<file path="src/rtl/usb_rx_ctrl.sv">
// ============================================================================
// Module   : usb_rx_ctrl
// Function : USB receive packet controller: SYNC/PID check, payload buffering
//            with CRC-byte holdback, ACK/NAK handshake and error reporting.
// Revision : 1.0
// ============================================================================
`default_nettype none

module usb_rx_ctrl #(
  parameter logic [7:0] SYNC_BYTE = 8'h80,
  parameter int         MAX_DATA  = 64
) (
  input  logic       clk,
  input  logic       n_rst,
  input  logic       d_edge,
  input  logic       byte_valid,
  input  logic [7:0] rx_byte,
  input  logic       eop,
  input  logic       crc_ok,
  output logic       rx_transfer_active,
  output logic [2:0] rx_packet,
  output logic       rx_data_ready,
  output logic       store_data,
  output logic [7:0] rx_data,
  output logic [6:0] rx_data_size
);

  localparam logic [6:0] c_MAX_DATA = 7'(MAX_DATA);
  localparam logic [2:0] c_PKT_DATA = 3'd1;
  localparam logic [2:0] c_PKT_ACK  = 3'd2;
  localparam logic [2:0] c_PKT_NAK  = 3'd3;
  localparam logic [2:0] c_PKT_ERR  = 3'd4;

  typedef enum logic [2:0] {
    S_IDLE, S_SYNC, S_PID, S_DATA, S_HS_EOP, S_DONE, S_ERR_WAIT
  } state_t;

  state_t     r_state;
  logic [7:0] r_hold_new;
  logic [7:0] r_hold_old;
  logic [1:0] r_held;
  logic [6:0] r_count;
  logic [2:0] r_result;
  logic       r_active;
  logic [2:0] r_packet;
  logic       r_ready;
  logic       r_store;
  logic [7:0] r_data;
  logic [6:0] r_size;

  logic       w_pid_ok;
  logic       w_full;
  logic       w_store;
  logic       w_ovf;
  logic [1:0] w_held_nxt;
  logic [6:0] w_count_nxt;

  assign w_pid_ok    = (rx_byte[7:4] == ~rx_byte[3:0]);
  assign w_full      = (r_held == 2'd2);
  assign w_store     = (r_state == S_DATA) && byte_valid && w_full && (r_count < c_MAX_DATA);
  assign w_ovf       = (r_state == S_DATA) && byte_valid && w_full && (r_count >= c_MAX_DATA);
  assign w_held_nxt  = (byte_valid && !w_full) ? r_held + 2'd1 : r_held;
  assign w_count_nxt = w_store ? r_count + 7'd1 : r_count;

  always_ff @(posedge clk or negedge n_rst) begin
    if (!n_rst) begin
      r_state    <= S_IDLE;
      r_hold_new <= 8'h00;
      r_hold_old <= 8'h00;
      r_held     <= 2'd0;
      r_count    <= 7'd0;
      r_result   <= 3'd0;
      r_active   <= 1'b0;
      r_packet   <= 3'd0;
      r_ready    <= 1'b0;
      r_store    <= 1'b0;
      r_data     <= 8'h00;
      r_size     <= 7'd0;
    end else begin
      r_store <= 1'b0;
      r_ready <= 1'b0;
      case (r_state)
        S_IDLE: begin
          if (d_edge) begin
            r_state  <= S_SYNC;
            r_active <= 1'b1;
            r_count  <= 7'd0;
            r_held   <= 2'd0;
          end
        end
        S_SYNC: begin
          if (byte_valid) begin
            r_result <= c_PKT_ERR;
            if (rx_byte == SYNC_BYTE && !eop) r_state <= S_PID;
            else if (eop)                     r_state <= S_DONE;
            else                              r_state <= S_ERR_WAIT;
          end else if (eop) begin
            r_result <= c_PKT_ERR;
            r_state  <= S_ERR_WAIT;
          end
        end
        S_PID: begin
          if (byte_valid) begin
            r_result <= c_PKT_ERR;
            if (w_pid_ok && (rx_byte == 8'hC3 || rx_byte == 8'h4B) && !eop) begin
              r_state <= S_DATA;
            end else if (w_pid_ok && (rx_byte == 8'hD2 || rx_byte == 8'h5A)) begin
              r_result <= (rx_byte == 8'hD2) ? c_PKT_ACK : c_PKT_NAK;
              r_state  <= eop ? S_DONE : S_HS_EOP;
            end else begin
              r_state <= eop ? S_DONE : S_ERR_WAIT;
            end
          end else if (eop) begin
            r_result <= c_PKT_ERR;
            r_state  <= S_DONE;
          end
        end
        S_DATA: begin
          if (w_ovf) begin
            r_result <= c_PKT_ERR;
            r_state  <= eop ? S_DONE : S_ERR_WAIT;
          end else begin
            // Two newest bytes are always held back: at eop they are the CRC.
            if (byte_valid) begin
              r_hold_new <= rx_byte;
              r_hold_old <= r_hold_new;
              r_held     <= w_held_nxt;
              r_count    <= w_count_nxt;
              if (w_store) begin
                r_store <= 1'b1;
                r_data  <= r_hold_old;
              end
            end
            if (eop) begin
              r_state  <= S_DONE;
              r_result <= (w_held_nxt == 2'd2 && crc_ok) ? c_PKT_DATA : c_PKT_ERR;
            end
          end
        end
        S_HS_EOP: begin
          if (byte_valid) begin
            r_result <= c_PKT_ERR;
            r_state  <= eop ? S_DONE : S_ERR_WAIT;
          end else if (eop) begin
            r_state <= S_DONE;
          end
        end
        S_ERR_WAIT: begin
          if (eop) begin
            r_result <= c_PKT_ERR;
            r_state  <= S_DONE;
          end
        end
        S_DONE: begin
          r_ready  <= 1'b1;
          r_packet <= r_result;
          if (r_result == c_PKT_DATA) r_size <= r_count;
          r_active <= 1'b0;
          r_state  <= S_IDLE;
        end
        default: r_state <= S_IDLE;
      endcase
    end
  end

  assign rx_transfer_active = r_active;
  assign rx_packet          = r_packet;
  assign rx_data_ready      = r_ready;
  assign store_data         = r_store;
  assign rx_data            = r_data;
  assign rx_data_size       = r_size;

endmodule

`default_nettype wire

</file>
<file path="config.mk">
export PLATFORM = sky130hd
export DESIGN_NAME = usb_rx_ctrl
export DESIGN_NICKNAME = d
export VERILOG_FILES = /design/src/rtl/usb_rx_ctrl.sv
export SDC_FILE = /design/constraint.sdc
export NUM_CORES = 1
export LEC_CHECK = 0
export BUFFER_PORTS_ARGS = -buffer_cell sky130_fd_sc_hd__buf_2
export CAP_MARGIN = 10
export CELL_PAD_IN_SITES_DETAIL_PLACEMENT = 0
export CELL_PAD_IN_SITES_GLOBAL_PLACEMENT = 1
export CORE_MARGIN = 2
export CORE_UTILIZATION = 43
export CTS_BUF_LIST = sky130_fd_sc_hd__clkbuf_8
export CTS_CLUSTER_DIAMETER = 120
export DETAILED_ROUTE_END_ITERATION = 8
export PLACE_DENSITY_LB_ADDON = 0.1
export SYNTH_ARGS = -nofsm -noshare
export SYNTH_HDL_FRONTEND = slang
export SYNTH_SLANG_ARGS = --single-unit
</file>
<file path="constraint.sdc">
create_clock -name clk -period 3.9 [get_ports clk]
set_input_delay 0.78 -clock clk [delete_from_list [all_inputs] [get_ports clk]]
set_output_delay 0.78 -clock clk [all_outputs]
set_load 0.02 [all_outputs]
</file>
Word-level counts from Yosys, hierarchy flattened

Cells that the tools add are included.

Register bits after elaboration: 52
Input port bits: 14
Output and inout bits: 21
Word-level logic and storage cells: 107

Add/sub/neg operators: 2
Magnitude comparators: 2
Eq/ne operators: 22
Mux-type cells: 41
Bitwise gates (word level): 2
Reduce and logical (&&, ||, !) cells: 26

Operator list:

| kind                | count |
|---|---|
| $mux 3              | 19 |
| $mux 7              | 4 |
| $eq 8x8->1 const B  | 3 |
| $pmux 3 s6          | 1 |
| $eq 8x7->1 const B  | 2 |
| $pmux 3 s5          | 1 |
| $pmux 7 s2          | 1 |
| $logic_and 1x1->1   | 10 |
| $mux 2              | 5 |
| $ne 2x2->1 const B  | 5 |
| $eq 3x3->1 const B  | 3 |
| $mux 1              | 8 |
| $reduce_and 4->1    | 2 |
| $add 7x1->7 const B | 1 |
| $ge 7x7->1 const B  | 1 |
| $lt 7x7->1 const B  | 1 |
| $eq 3x1->1 const B  | 2 |
| $eq 3x2->1 const B  | 2 |
| $ne 3x3->1 const B  | 2 |
| $reduce_and 2->1    | 3 |
| $reduce_and 3->1    | 2 |
| $reduce_and 5->1    | 1 |
| $reduce_bool 5->1   | 1 |
| $eq 2x2->1 const B  | 2 |
| other kinds (10)    | 13 |

Logic depth before layout (Yosys ltp)

Gate-level depths: netlist (run 1).

Word-level depth: 10
Depth in mapped cells: 7
Depth with buffers taken out: 7

Least setup slack after synthesis (run 1)

No wires, ideal clock.

Path type: input -> register
Start: input port byte_valid
End: register r_hold_new[1]
Library setup time: 0.125 ns
Data arrival time: 2.068 ns
Required time: 3.775 ns
Path slack: 1.708 ns
Cell stages on the path: 5
Buffers on the path: 2
Cells stage by stage: clkbuf_1 > nand3_1 > nand3_1 > buf_2 > mux2_2

Word-level cells in the longest chain between the ends: 5

Ends and longest elaborated chain:

| item                            | RTL line | source |
|---|---|---|
| start: declaration              | 16       | `input logic byte_valid,` |
| $logic_and 1x1->1 (3 in series) | 61       | `assign w_ovf = (r_state == S_DATA) && byte_valid && w_full && (r_count >= c_MAX_DATA);` |
| $not 1->1 (no line)             | --       |  |
| $reduce_and 3->1 (no line) *    | --       |  |
| end signal: assignment          | 125      | `r_hold_new <= rx_byte;` |
| end: declaration                | 39       | `logic [7:0] r_hold_new;` |

Every way passes the cells marked *; elsewhere a longest branch is shown, timed or not.
A chain may end at the register's enable or synchronous reset.

Worst setup path in the final report (run 1)

Start: register r_state[1]
End: register r_data[4], in the netlist rx_data[4]

Word-level cells in the longest chain between the ends: 6
Elaborated cells between the ends (all ways): 7
Classes of those cells: eq/ne: 1; bitwise: 1; reduce/logical: 5

Ends and longest elaborated chain:

| item                            | RTL line   | source |
|---|---|---|
| start: declaration              | 38         | `state_t r_state;` |
| start signal: assignment        | 109        | `r_state <= eop ? S_DONE : S_HS_EOP;` |
| start signal: assignment        | 111        | `r_state <= eop ? S_DONE : S_ERR_WAIT;` |
| start signal: assignment        | 121        | `r_state <= eop ? S_DONE : S_ERR_WAIT;` |
| $eq 3x2->1 *                    | 60, 61, 82 |  |
| $logic_and 1x1->1 (2 in series) | 60, 61     |  |
| $logic_and 1x1->1               | 61         |  |
| $not 1->1 (no line)             | --         |  |
| $reduce_and 4->1 (no line) *    | --         |  |
| end signal: assignment          | 131        | `r_data <= r_hold_old;` |
| end: declaration                | 48         | `logic [7:0] r_data;` |

Marked as above.

==> reports/qor.tcl, run 1 <==
set qor(placeable_core_region_um2) 5608
set qor(aggregate_negative_setup_slack_ns) 0
set qor(timing.max_cap.violations) 0
set qor(routed_via_density) 5.521
set qor(post_cts.resized_instances) 0
set qor(netlist_area_um2) 2540
set qor(worstSetupStartpointType) {flop}
set qor(antenna_found_initial) 0
set qor(unrepaired_setup_endpoints_after_global_routing) {false}
set qor(synth.yosys.warnings) 0
set qor(crit_path_max_incr_delay_ns) 0.72
set qor(cts-buffers-inserted) 5
set qor(max_clock_freq_mhz) 402.2
set qor(stdcell_area_um2) 2860
set qor(postSynthRegisterBits) 52
set qor(cts-htree-levels) 2
set qor(hpwlAfterDp_mm) 3.810
set qor(drt_drc_violations_left) 0
set qor(cts-root-to-sink-buffers) 2
set qor(power_leakage_uw) 0.001369
set qor(synthesis.area_per_instance_um2) 10.90
set qor(finalSetupViolations) 0
set qor(insertedDiodeCount) 0
set qor(final_nets) 279
set qor(final.setup_skew_ns) 0.007013
set qor(std_cell_rows) 27
set qor(period_utilization_pct) 63.76
set qor(route.detailed.wl_per_inst_um) 15.60
set qor(total_switching_power_uw) 573.2
set qor(fin_crit_ns) 2.487
set qor(die_height_um) 80.86
set qor(power_density_nw_per_um2) 574.8
set qor(cts_sinks) 52
set qor(fp.dieArea_um2) 6538
set qor(worstHoldPathType) {input pin to asynchronous set/reset pin}
set qor(track_usage_pct) 17.69
set qor(final-max-slew-violation-count) 0
set qor(dr.first_iter.drc_count) 88
set qor(initial_utilization_pct) 45.29
set qor(clockPowerShare_pct) 21.6
set qor(worstSetupEndpointType) {flop}
set qor(sequentialPowerShare_pct) 48.5
set qor(power.share.switching_pct) 34.86
set qor(buffer_type_at_the_clock_tree_root) {sky130_fd_sc_hd__clkbuf_8}
set qor(synth_enable_flop_cells) 0
set qor(netlist-cell-type-count) 51
set qor(floorplan.die.width_um) 80.86
set qor(cp_data_required_time_ns) 4.08
set qor(via_count) 1855
set qor(placement.cell_area_um2) 2753
set qor(grt_total_ovfl) 0
set qor(drive_gt1_share_pct) 29.55
set qor(outcome) {finished, final reports clean}
set qor(critical_path.cell_chain) {nor2b_1 > nand2_1 > nor2_1 > mux2_2}
set qor(power_frac_comb_pct) 29.9
set qor(worst_pin_slew_ns) 0.8398
set qor(pin_count) 35
set qor(ys_dominant_reg_cell) {sky130_fd_sc_hd__dfrtp_1}
set qor(worst_ir_drop_vdd_uv) 360.6
set qor(clock_latency_late_sink_ns) 0.29
set qor(grt_start_max_net_pins) 31
set qor(crit_type) {flop to flop}
set qor(routed_wirelength_mm) 5.242
set qor(ant_nets) 0
set qor(cp_max_fo) 20
set qor(critical_path.slowest_cell) {sky130_fd_sc_hd__dfrtp_1}
set qor(hold_fix_buffers_cts) 0
set qor(synth.yosys.seq_area_share_pct) 51.23
set qor(clkTransAtPathRegs_ns) 0.09
set qor(critical_path_arrival_ns) 2.67
set qor(final_hold_viol_count) 0
set qor(ys_async_sr_fraction_pct) 100.0
set qor(post_cts_buffers) 0
set qor(tritoncts) {done}
set qor(global_route_wire_length_before_repair_mm) 8.880
set qor(synthesis.nets) 249
set qor(gpl.final_weighted_congestion) 0.8220
set qor(synthesis.instances) 233
set qor(total_internal_power_uw) 1071
set qor(number_of_global_route_vias_before_repair) 1814
set qor(drt_pass1_iterations) 4
set qor(slew_headroom_pct) 43.81
set qor(number_of_buffer_cells_added_on_primary_ports) 34
set qor(synthToLayoutAreaGrowth_pct) 12.61
==> placed cells by master, fill, tap and decap left out, types with 3 or more instances in the layout <==
cell	count
sky130_fd_sc_hd__a31oi_1	4
sky130_fd_sc_hd__o21ai_0	13
sky130_fd_sc_hd__nand3_1	11
sky130_fd_sc_hd__nor2b_1	5
sky130_fd_sc_hd__buf_2	34
sky130_fd_sc_hd__nand4_1	3
sky130_fd_sc_hd__mux2_2	34
sky130_fd_sc_hd__a21oi_1	9
sky130_fd_sc_hd__nor2_1	20
sky130_fd_sc_hd__clkbuf_8	5
sky130_fd_sc_hd__inv_1	7
sky130_fd_sc_hd__xor2_1	3
sky130_fd_sc_hd__nand2_1	13
sky130_fd_sc_hd__o211ai_1	3
sky130_fd_sc_hd__dfrtp_1	52
==> synth_stat cells, drive strengths merged (2+ instances only) <==
master	instances	area, um^2
dfrtp	52	1301
nor2b	5	31.28
a22oi	2	15.01
o41ai	2	17.52
nor2	20	75.07
a221o	2	20.02
a31oi	4	25.02
o22a	2	17.52
buf	5	28.78
xor2	3	26.28
clkbuf	7	26.28
ha	2	25.02
nand4	3	18.77
or3	2	12.51
xnor2	2	17.52
nand3	11	55.05
and3	2	12.51
nand2b	2	12.51
o211ai	3	22.52
mux2	34	382.9
nor3	3	20.02
inv	6	22.52
o21ai	13	65.06
a21oi	9	45.04
and2	2	12.51
nand2	13	48.80
==> sequential cells by signal, summed over array words and instances, names as in the netlist <==
signal and cells:
r_count 7, r_held 2, r_hold_new 8, r_hold_old 8
r_result 3, r_state 3, rx_data 8, rx_data_ready 1
rx_data_size 7, rx_packet 3, rx_transfer_active 1, store_data 1
==> routing by layer <==
layer  GRT usage, %  vias up  part of all wire [%]
met1          24.45      893                    48
met3          4.111        4                   4.7
li1               -      912                     -
met4          5.254        0                  0.90
met5              0        -                     0
met2          27.77       46                    47
==> power by group through the flow <==
stage	sequential, uW	combinational [uW]	clock [uW]
6_report	798	491	355
3_5_place_dp	809	494	0
2_1_floorplan	756	409	0
3_3_place_gp	808	489	0
4_1_cts	797	496	367
5_1_grt	823	557	397
==> stage by stage <==
stage / instances / util [%] / worst slack (ns) / hold slack (ns) / power (uW)
4_1_cts: 336 / 51.00 / 1.353 / 0.4571 / 1660
3_5_place_dp: 328 / 49.09 / 1.340 / 0.4710 / 1303
6_report: 336 / 51.00 / 1.413 / 0.4417 / 1644
3_3_place_gp: 328 / 49.09 / 1.368 / 0.4609 / 1298
5_1_grt: 336 / 51.00 / 1.150 / 0.4652 / 1776
2_1_floorplan: 233 / - / 1.708 / 0.4460 / 1165
==> layout make-up <==
class                   instances  area [um^2]
clock buffers                   5        68.82
clock inverters                 3        38.79
fillers                       542         2748
inverters                       7        26.28
multi-input cells             162         1157
flip-flops and latches         52         1301
well taps                      72        90.09
repair buffers                 35        177.7
==> critical path: cells and delay by family (launching register included) <==
family / cells / cell delay [ns]
flip-flops: 1 / 0.72
AND/OR/NAND/NOR: 3 / 1.23
multiplexers: 1 / 0.42
==> path summary, 6_finish.rpt <==
kind	endpoint	startpoint	cells past startpoint	slack, ns
worst min register to register	rx_transfer_active$_DFFE_PN0P_	rx_transfer_active$_DFFE_PN0P_	1	0.49
min in group clk	rx_transfer_active$_DFFE_PN0P_	rx_transfer_active$_DFFE_PN0P_	1	0.49
worst max register to register	rx_data[4]$_DFFE_PN0P_	r_state[1]$_DFFE_PN0P_	4	1.41
worst min-delay path	rx_data_size[2]$_DFFE_PN0P_	n_rst	1	0.44
max in group asynchronous	r_state[1]$_DFFE_PN0P_	n_rst	2	2.70
worst max-delay path	rx_data[4]$_DFFE_PN0P_	r_state[1]$_DFFE_PN0P_	4	1.41
==> cells by family after synthesis <==
logic type	synth area share (%)
AOI/OAI and AO/OA	13.30
xor gates and xnor gates	1.724
adders and majority gates	0.9851
buffers and inverters	3.202
DFF	51.23
muxes	15.47
and+or+nand+nor	14.09
Note: power is estimated with default switching activity, not from simulation.
==> run 2, diff against run 1 <==
--- a/config.mk
+++ b/config.mk
@@ -10,7 +10,7 @@
 export CELL_PAD_IN_SITES_DETAIL_PLACEMENT = 0
 export CELL_PAD_IN_SITES_GLOBAL_PLACEMENT = 1
 export CORE_MARGIN = 2
-export CORE_UTILIZATION = 43
+export CORE_UTILIZATION = 42
 export CTS_BUF_LIST = sky130_fd_sc_hd__clkbuf_8
 export CTS_CLUSTER_DIAMETER = 120
 export DETAILED_ROUTE_END_ITERATION = 8
==> constraint.sdc (replaced) <==
create_clock -name clk -period 2.05 [get_ports clk]
set_input_delay 0.41 -clock clk [delete_from_list [all_inputs] [get_ports clk]]
set_output_delay 0.41 -clock clk [all_outputs]
set_load 0.02 [all_outputs]
==> run 2 against run 1 <==
Compared with the run above:
- worst setup slack worse by 1.3 ns
- count of clock-buffer cells in the layout did not move
- die area rose by 2.3%
- fmax rose by 29%
- hold slack got worse by 0.38 ns
- first-iteration DRC count down 5.7%
- sequential share of layout area shrank 1.5 points
- global-route usage grew 0.70 points
- final cell count is 3.9% higher
- clock power up 79%
- power is 93% higher
- critical path type unchanged
==> reports/qor.tcl, run 2 (synthesized netlist as in run 1, its figures left out) <==
set qor(critical_path.cell_chain) {inv_1 > ha_1 > nand3b_1 > a221o_2 > or3_1 > a21oi_1} ;# was nor2b_1 > nand2_1 > nor2_1 > mux2_2
set qor(register_to_register_setup_slack_ns) 0.12 ;# was 1.41 ns
set qor(drt_pass1_iterations) 4 ;# unchanged
set qor(filler_cell_count) 563 ;# was 542
set qor(final-max-slew-violation-count) 0 ;# unchanged
set qor(placeable_core_region_um2) 5886 ;# was 5608 um^2
set qor(sequentialPowerShare_pct) 44.3 ;# was 48.5%
set qor(clockPowerShare_pct) 20.0 ;# was 21.6%
set qor(worst_ir_drop_vdd_uv) 516.5 ;# was 360.6 uV
set qor(tritoncts) {done} ;# unchanged
set qor(slew_headroom_pct) 65.17 ;# was 43.81%
set qor(power_density_nw_per_um2) 1075 ;# was 574.8 nW/um^2
set qor(critical_path_arrival_ns) 2.17 ;# was 2.67 ns
set qor(antenna_found_initial) 0 ;# unchanged
set qor(cts-root-to-sink-buffers) 2 ;# unchanged
set qor(dr.first_iter.drc_count) 83 ;# was 88
set qor(timing.max_cap.violations) 0 ;# unchanged
set qor(total_switching_power_uw) 1167 ;# was 573.2 uW
set qor(hold_fix_buffers_cts) 0 ;# unchanged
set qor(placed_cells) 341 ;# was 328
set qor(insertedDiodeCount) 0 ;# unchanged
set qor(final_nets) 289 ;# was 279
set qor(cts_sinks) 52 ;# unchanged
set qor(filler_free_cell_count_of_the_finished_design) 349 ;# was 336
set qor(worstSetupStartpointType) {flop} ;# unchanged
set qor(final_hold_viol_count) 0 ;# unchanged
set qor(initial_utilization_pct) 43.15 ;# was 45.29%
set qor(ant_nets) 0 ;# unchanged
set qor(power_leakage_uw) 0.001422 ;# was 0.001369 uW
set qor(critical_path.slowest_cell) {sky130_fd_sc_hd__a221o_2} ;# was sky130_fd_sc_hd__dfrtp_1
set qor(routed_via_density) 5.530 ;# was 5.521
set qor(drt_drc_violations_left) 0 ;# unchanged
set qor(pin_count) 35 ;# unchanged
set qor(synthToLayoutAreaGrowth_pct) 16.35 ;# was 12.61%
set qor(global_route_wire_length_before_repair_mm) 9.315 ;# was 8.880 mm
set qor(fin_crit_ns) 1.930 ;# was 2.487 ns
set qor(grt_start_max_net_pins) 32 ;# was 31
set qor(number_of_buffer_cells_added_on_primary_ports) 34 ;# unchanged
set qor(finalCoreUtilization_pct) 50.21 ;# was 51.00%
set qor(drive_gt1_share_pct) 32.85 ;# was 29.55%
set qor(setup.worst_path.start) {r_held[0]$_DFFE_PN0P_} ;# was r_state[1]$_DFFE_PN0P_
set qor(outcome) {finished, final reports clean} ;# unchanged
set qor(hpwlAfterDp_mm) 3.958 ;# was 3.810 mm
set qor(max_clock_freq_mhz) 518.1 ;# was 402.2 MHz
set qor(final.setup_skew_ns) 0.006521 ;# was 0.007013 ns
set qor(most_common_cell_after_layout_fill_and_taps_aside) {sky130_fd_sc_hd__dfrtp_1} ;# unchanged
set qor(report.power.total_uw) 3178 ;# was 1644 uW
set qor(cts-htree-levels) 2 ;# unchanged
set qor(crit_type) {flop to flop} ;# unchanged
set qor(worst_pin_slew_ns) 0.5225 ;# was 0.8398 ns
set qor(buffer_type_at_the_clock_tree_root) {sky130_fd_sc_hd__clkbuf_8} ;# unchanged
set qor(track_usage_pct) 18.39 ;# was 17.69%
set qor(via_count) 1930 ;# was 1855
set qor(worst-path-buf-inv) 1 ;# was 0
set qor(cp_data_required_time_ns) 2.29 ;# was 4.08 ns
set qor(worstSetupEndpointType) {flop} ;# unchanged
set qor(number_of_global_route_vias_before_repair) 1878 ;# was 1814
set qor(clock_latency_late_sink_ns) 0.31 ;# was 0.29 ns
set qor(std_cell_rows) 28 ;# was 27
set qor(gpl.final_weighted_congestion) 0.8218 ;# was 0.8220
set qor(regToRegStartpoint) {r_held[0]$_DFFE_PN0P_} ;# was r_state[1]$_DFFE_PN0P_
set qor(routed_wirelength_mm) 5.471 ;# was 5.242 mm
set qor(crit_path_max_incr_delay_ns) 0.46 ;# was 0.72 ns
set qor(floorplan.die.width_um) 81.77 ;# was 80.86 um
set qor(die_height_um) 81.77 ;# was 80.86 um
set qor(unrepaired_setup_endpoints_after_global_routing) {false} ;# unchanged
set qor(route.detailed.wl_per_inst_um) 15.68 ;# was 15.60 um
set qor(power_frac_comb_pct) 35.7 ;# was 29.9%
set qor(cp_max_fo) 7 ;# was 20
set qor(power.share.switching_pct) 36.72 ;# was 34.86%
set qor(finalSetupViolations) 0 ;# unchanged
set qor(grt_total_ovfl) 0 ;# unchanged
set qor(aggregate_negative_setup_slack_ns) 0 ;# unchanged
set qor(total_internal_power_uw) 2011 ;# was 1071 uW
set qor(critical_path.top_delay_family) {compound AO/OA/AOI/OAI gates} ;# was simple AND/OR/NAND/NOR gates
set qor(cts-buffers-inserted) 5 ;# unchanged
set qor(post_cts_buffers) 0 ;# unchanged
set qor(clkTransAtPathRegs_ns) 0.10 ;# was 0.09 ns
set qor(worstHoldPathType) {input pin to asynchronous set/reset pin} ;# unchanged
set qor(mostFrequentLayoutCells) {52 x sky130_fd_sc_hd__dfrtp_1, 34 x sky130_fd_sc_hd__mux2_2, 34 x sky130_fd_sc_hd__buf_2} ;# unchanged
set qor(period_utilization_pct) 94.15 ;# was 63.76%
set qor(fp.dieArea_um2) 6686 ;# was 6538 um^2
## run 2: worst register-to-register path, delay by kind of cell, from the launching register on
kind / cells / cell delay [ns]
AOI/OAI and AO/OA: 2 / 0.60
adders and majority gates: 1 / 0.24
buffers and inverters: 1 / 0.08
DFF: 1 / 0.41
and+or+nand+nor: 2 / 0.53
## run 2: layout make-up
class                           count  area (um^2)  share of cell area [%]
Clock inverter                      3        28.78                  0.9738
Clock buffer                        5        68.82                   2.329
Multi-Input combinational cell    162         1159                   39.20
Tap cell                           75        93.84                   3.175
Sequential cell                    52         1301                   44.03
Timing Repair Buffer               45        277.8                   9.399
Inverter                            7        26.28                  0.8891
## run 2: layer usage
layer  vias to the layer above  share of wire, %  global-route usage, %
met5                         -                 0                      0
met4                         0               1.4                  5.500
met3                         7               4.1                  3.846
met2                        37                45                  28.13
met1                       954                49                  26.29
li1                        932                 -                      -
## run 2: power groups by stage
stage / Sequential, uW / Clock [uW] / Combinational (uW)
2_1_floorplan: 1440 / 0 / 778
3_3_place_gp: 1420 / 0 / 1140
4_1_cts: 1410 / 658 / 1140
3_5_place_dp: 1430 / 0 / 1130
5_1_grt: 1440 / 704 / 1270
6_report: 1410 / 635 / 1130
## run 2: what timing repair did
item,in CTS,in global routing
hold endpoints to repair,0,0
resized for setup,0,1
endpoints found under the setup margin,0,2
## run 2: worst paths after layout
check                                                  to  cells after the start
setup / recovery                   r_count[3]$_DFFE_PN0P_                      6
hold / removal                rx_data_size[0]$_DFFE_PN0P_                      1
setup reg to reg                   r_count[3]$_DFFE_PN0P_                      6
hold reg to reg            rx_transfer_active$_DFFE_PN0P_                      1
max in group asynchronous         r_result[1]$_DFFE_PN0P_                      2
min in group clk                r_hold_new[2]$_DFFE_PN0P_                      2
## run 2: through the flow
| step | setup WS, ns | instance area, um^2 | hold slack [ns] |
|---|---|---|---|
| floorplan | 0.2276 | 2540 | 0.1144 |
| global placement | 0.1480 | 2856 | 0.4190 |
| detailed placement | 0.1251 | 2856 | 0.4226 |
| CTS | 0.08206 | 2954 | 0.07760 |
| global route | 0.01097 | 2955 | 0.09612 |
| finish | 0.1200 | 2955 | 0.06305 |
==> run 3, diff against run 2 <==
--- a/config.mk
+++ b/config.mk
@@ -9,6 +9,7 @@
 export CAP_MARGIN = 10
 export CELL_PAD_IN_SITES_DETAIL_PLACEMENT = 0
 export CELL_PAD_IN_SITES_GLOBAL_PLACEMENT = 1
+export CORE_ASPECT_RATIO = 0.8
 export CORE_MARGIN = 2
 export CORE_UTILIZATION = 42
 export CTS_BUF_LIST = sky130_fd_sc_hd__clkbuf_8
==> run 3 against run 2 <==
Compared with the run above:
- critical endpoint unchanged
- power up 6.2%
- clock power rose by 26%
- final cell count rose by 2.6%
- cell area increased by 1.9%
- utilization increased by 0.98 points
- critical path type unchanged
==> reports/qor.tcl, run 3 (synthesized netlist as in run 1, its figures left out) <==
set qor(outcome) {finished, final reports clean} ;# unchanged
set qor(crit_type) {flop to flop} ;# unchanged
set qor(period_utilization_pct) 92.35 ;# was 94.15%
set qor(routed_via_density) 5.461 ;# was 5.530
set qor(cp_max_fo) 7 ;# unchanged
set qor(drt_drc_violations_left) 0 ;# unchanged
set qor(tritoncts) {done} ;# unchanged
set qor(via_count) 1955 ;# was 1930
set qor(worstSetupStartpointType) {flop} ;# unchanged
set qor(stdcell_area_um2) 3010 ;# was 2955 um^2
set qor(power_density_nw_per_um2) 1121 ;# was 1075 nW/um^2
set qor(synthToLayoutAreaGrowth_pct) 18.52 ;# was 16.35%
set qor(critical_path_arrival_ns) 2.12 ;# was 2.17 ns
set qor(placeable_core_region_um2) 5881 ;# was 5886 um^2
set qor(power_leakage_uw) 0.001449 ;# was 0.001422 uW
set qor(global_route_wire_length_before_repair_mm) 9.163 ;# was 9.315 mm
set qor(clkTransAtPathRegs_ns) 0.09 ;# was 0.10 ns
set qor(cts_sinks) 52 ;# unchanged
set qor(finalCoreUtilization_pct) 51.19 ;# was 50.21%
set qor(number_of_buffer_cells_added_on_primary_ports) 34 ;# unchanged
set qor(clock_latency_late_sink_ns) 0.30 ;# was 0.31 ns
set qor(pin_count) 35 ;# unchanged
set qor(hpwlAfterDp_mm) 4.080 ;# was 3.958 mm
set qor(timing.max_cap.violations) 0 ;# unchanged
set qor(multi_input_comb_area_um2) 1157 ;# was 1159 um^2
set qor(die_height_um) 73.56 ;# was 81.77 um
set qor(worst_ir_drop_vdd_uv) 467.8 ;# was 516.5 uV
set qor(post_cts_buffers) 0 ;# unchanged
set qor(fp.dieArea_um2) 6689 ;# was 6686 um^2
set qor(floorplan.die.width_um) 90.95 ;# was 81.77 um
set qor(cts-htree-levels) 2 ;# unchanged
set qor(dr.first_iter.drc_count) 146 ;# was 83
set qor(final_nets) 293 ;# was 289
set qor(worst_pin_slew_ns) 0.4897 ;# was 0.5225 ns
set qor(ant_nets) 0 ;# unchanged
set qor(final-max-slew-violation-count) 0 ;# unchanged
set qor(route.detailed.wl_per_inst_um) 15.11 ;# was 15.68 um
set qor(number_of_global_route_vias_before_repair) 1835 ;# was 1878
set qor(fin_crit_ns) 1.893 ;# was 1.930 ns
set qor(grt_start_max_net_pins) 23 ;# was 32
set qor(aggregate_negative_setup_slack_ns) 0 ;# unchanged
set qor(cts-root-to-sink-buffers) 2 ;# unchanged
set qor(grt_total_ovfl) 0 ;# unchanged
set qor(track_usage_pct) 17.37 ;# was 18.39%
set qor(std_cell_rows) 25 ;# was 28
set qor(routed_wirelength_mm) 5.409 ;# was 5.471 mm
set qor(drive_gt1_share_pct) 33.21 ;# was 32.85%
set qor(max_clock_freq_mhz) 528.2 ;# was 518.1 MHz
set qor(cts-buffers-inserted) 5 ;# unchanged
set qor(cp_data_required_time_ns) 2.28 ;# was 2.29 ns
set qor(buffer_type_at_the_clock_tree_root) {sky130_fd_sc_hd__clkbuf_8} ;# unchanged
set qor(unrepaired_setup_endpoints_after_global_routing) {false} ;# unchanged
set qor(timing.hold.ws_ns) 0.05429 ;# was 0.06305 ns
set qor(gpl.final_weighted_congestion) 0.7983 ;# was 0.8218
set qor(finalSetupViolations) 0 ;# unchanged
set qor(filler_cell_count) 580 ;# was 563
set qor(regArea_um2) 1301 ;# unchanged
set qor(placement.cell_area_um2) 2882 ;# was 2856 um^2
set qor(initial_utilization_pct) 43.19 ;# was 43.15%
set qor(final_hold_viol_count) 0 ;# unchanged
set qor(mostFrequentLayoutCells) {52 x sky130_fd_sc_hd__dfrtp_1, 34 x sky130_fd_sc_hd__mux2_2, 34 x sky130_fd_sc_hd__buf_2} ;# unchanged
set qor(most_common_cell_after_layout_fill_and_taps_aside) {sky130_fd_sc_hd__dfrtp_1} ;# unchanged
set qor(post_cts.resized_instances) 0 ;# unchanged
set qor(worstHoldPathType) {input pin to asynchronous set/reset pin} ;# unchanged
set qor(insertedDiodeCount) 0 ;# unchanged
set qor(drt_pass1_iterations) 4 ;# unchanged
set qor(worstSetupEndpointType) {flop} ;# unchanged
set qor(antenna_found_initial) 0 ;# unchanged
set qor(final.setup_skew_ns) 0.005600 ;# was 0.006521 ns
set qor(slew_headroom_pct) 67.23 ;# was 65.17%
set qor(hold_fix_buffers_cts) 0 ;# unchanged
[run 3: cell types whose count changed in the layout (fill, tap and decap cells not counted), sizes merged]
cell,previous run,this run
inv,9,6
bufinv,0,2
buf,45,49
[run 3: worst max-delay path, stage by stage, from the launching register on]
cell                       delay, ns
sky130_fd_sc_hd__dfrtp_1        0.41
sky130_fd_sc_hd__inv_1          0.08
sky130_fd_sc_hd__ha_1           0.22
sky130_fd_sc_hd__nand3b_1       0.15
sky130_fd_sc_hd__a221o_1        0.44
sky130_fd_sc_hd__or3_1          0.37
sky130_fd_sc_hd__a21oi_1        0.15
[run 3: per-stage QoR]
stage | instances | setup slack (ns) | power, uW
2_1_floorplan | 233 | 0.2276 | 2216
3_3_place_gp | 351 | 0.1437 | 2596
3_5_place_dp | 351 | 0.1136 | 2598
4_1_cts | 358 | 0.1127 | 3411
5_1_grt | 358 | 0.01657 | 3614
6_report | 358 | 0.1569 | 3375
[run 3: metal layers]
| metal | share of wire, % | vias up | global-route usage (%) |
|---|---|---|---|
| met5 | 0 | - | 0 |
| met4 | 0.44 | 0 | 5.051 |
| met3 | 3.9 | 4 | 3.590 |
| met2 | 43 | 49 | 25.19 |
| met1 | 52 | 959 | 26.30 |
| li1 | - | 943 | - |
[run 3: worst paths after layout]
path                                           start                     endpoint  slack [ns]  cells past startpoint
min reg2reg                r_hold_new[0]$_DFFE_PN0P_    r_hold_new[0]$_DFFE_PN0P_        0.48                      2
max in group asynchronous                      n_rst    r_hold_new[6]$_DFFE_PN0P_        1.37                      2
min in group clk                          rx_byte[2]    r_hold_new[2]$_DFFE_PN0P_        0.36                      2
min                                            n_rst  rx_data_size[5]$_DFFE_PN0P_        0.05                      1
max reg2reg                    r_held[0]$_DFFE_PN0P_       r_count[3]$_DFFE_PN0P_        0.16                      6
max                            r_held[0]$_DFFE_PN0P_       r_count[3]$_DFFE_PN0P_        0.16                      6
[run 3: final cells by class]
| type | instances | share of cell area (%) |
|---|---|---|
| sequential | 52 | 43.23 |
| clock inverter | 2 | 1.995 |
| tap | 81 | 3.367 |
| clock buffer | 5 | 2.286 |
| timing repair buffer | 49 | 9.809 |
| multi-input combinational | 162 | 38.45 |
| inverter | 7 | 0.8728 |
[run 3: power by group]
| part | switching, uW | total, uW | leakage (uW) | internal, uW |
|---|---|---|---|---|
| Sequential | 165 | 1410 | 0.000697 | 1250 |
| Clock | 320 | 800 | 0.0000642 | 480 |
| Combinational | 636 | 1160 | 0.000688 | 525 |
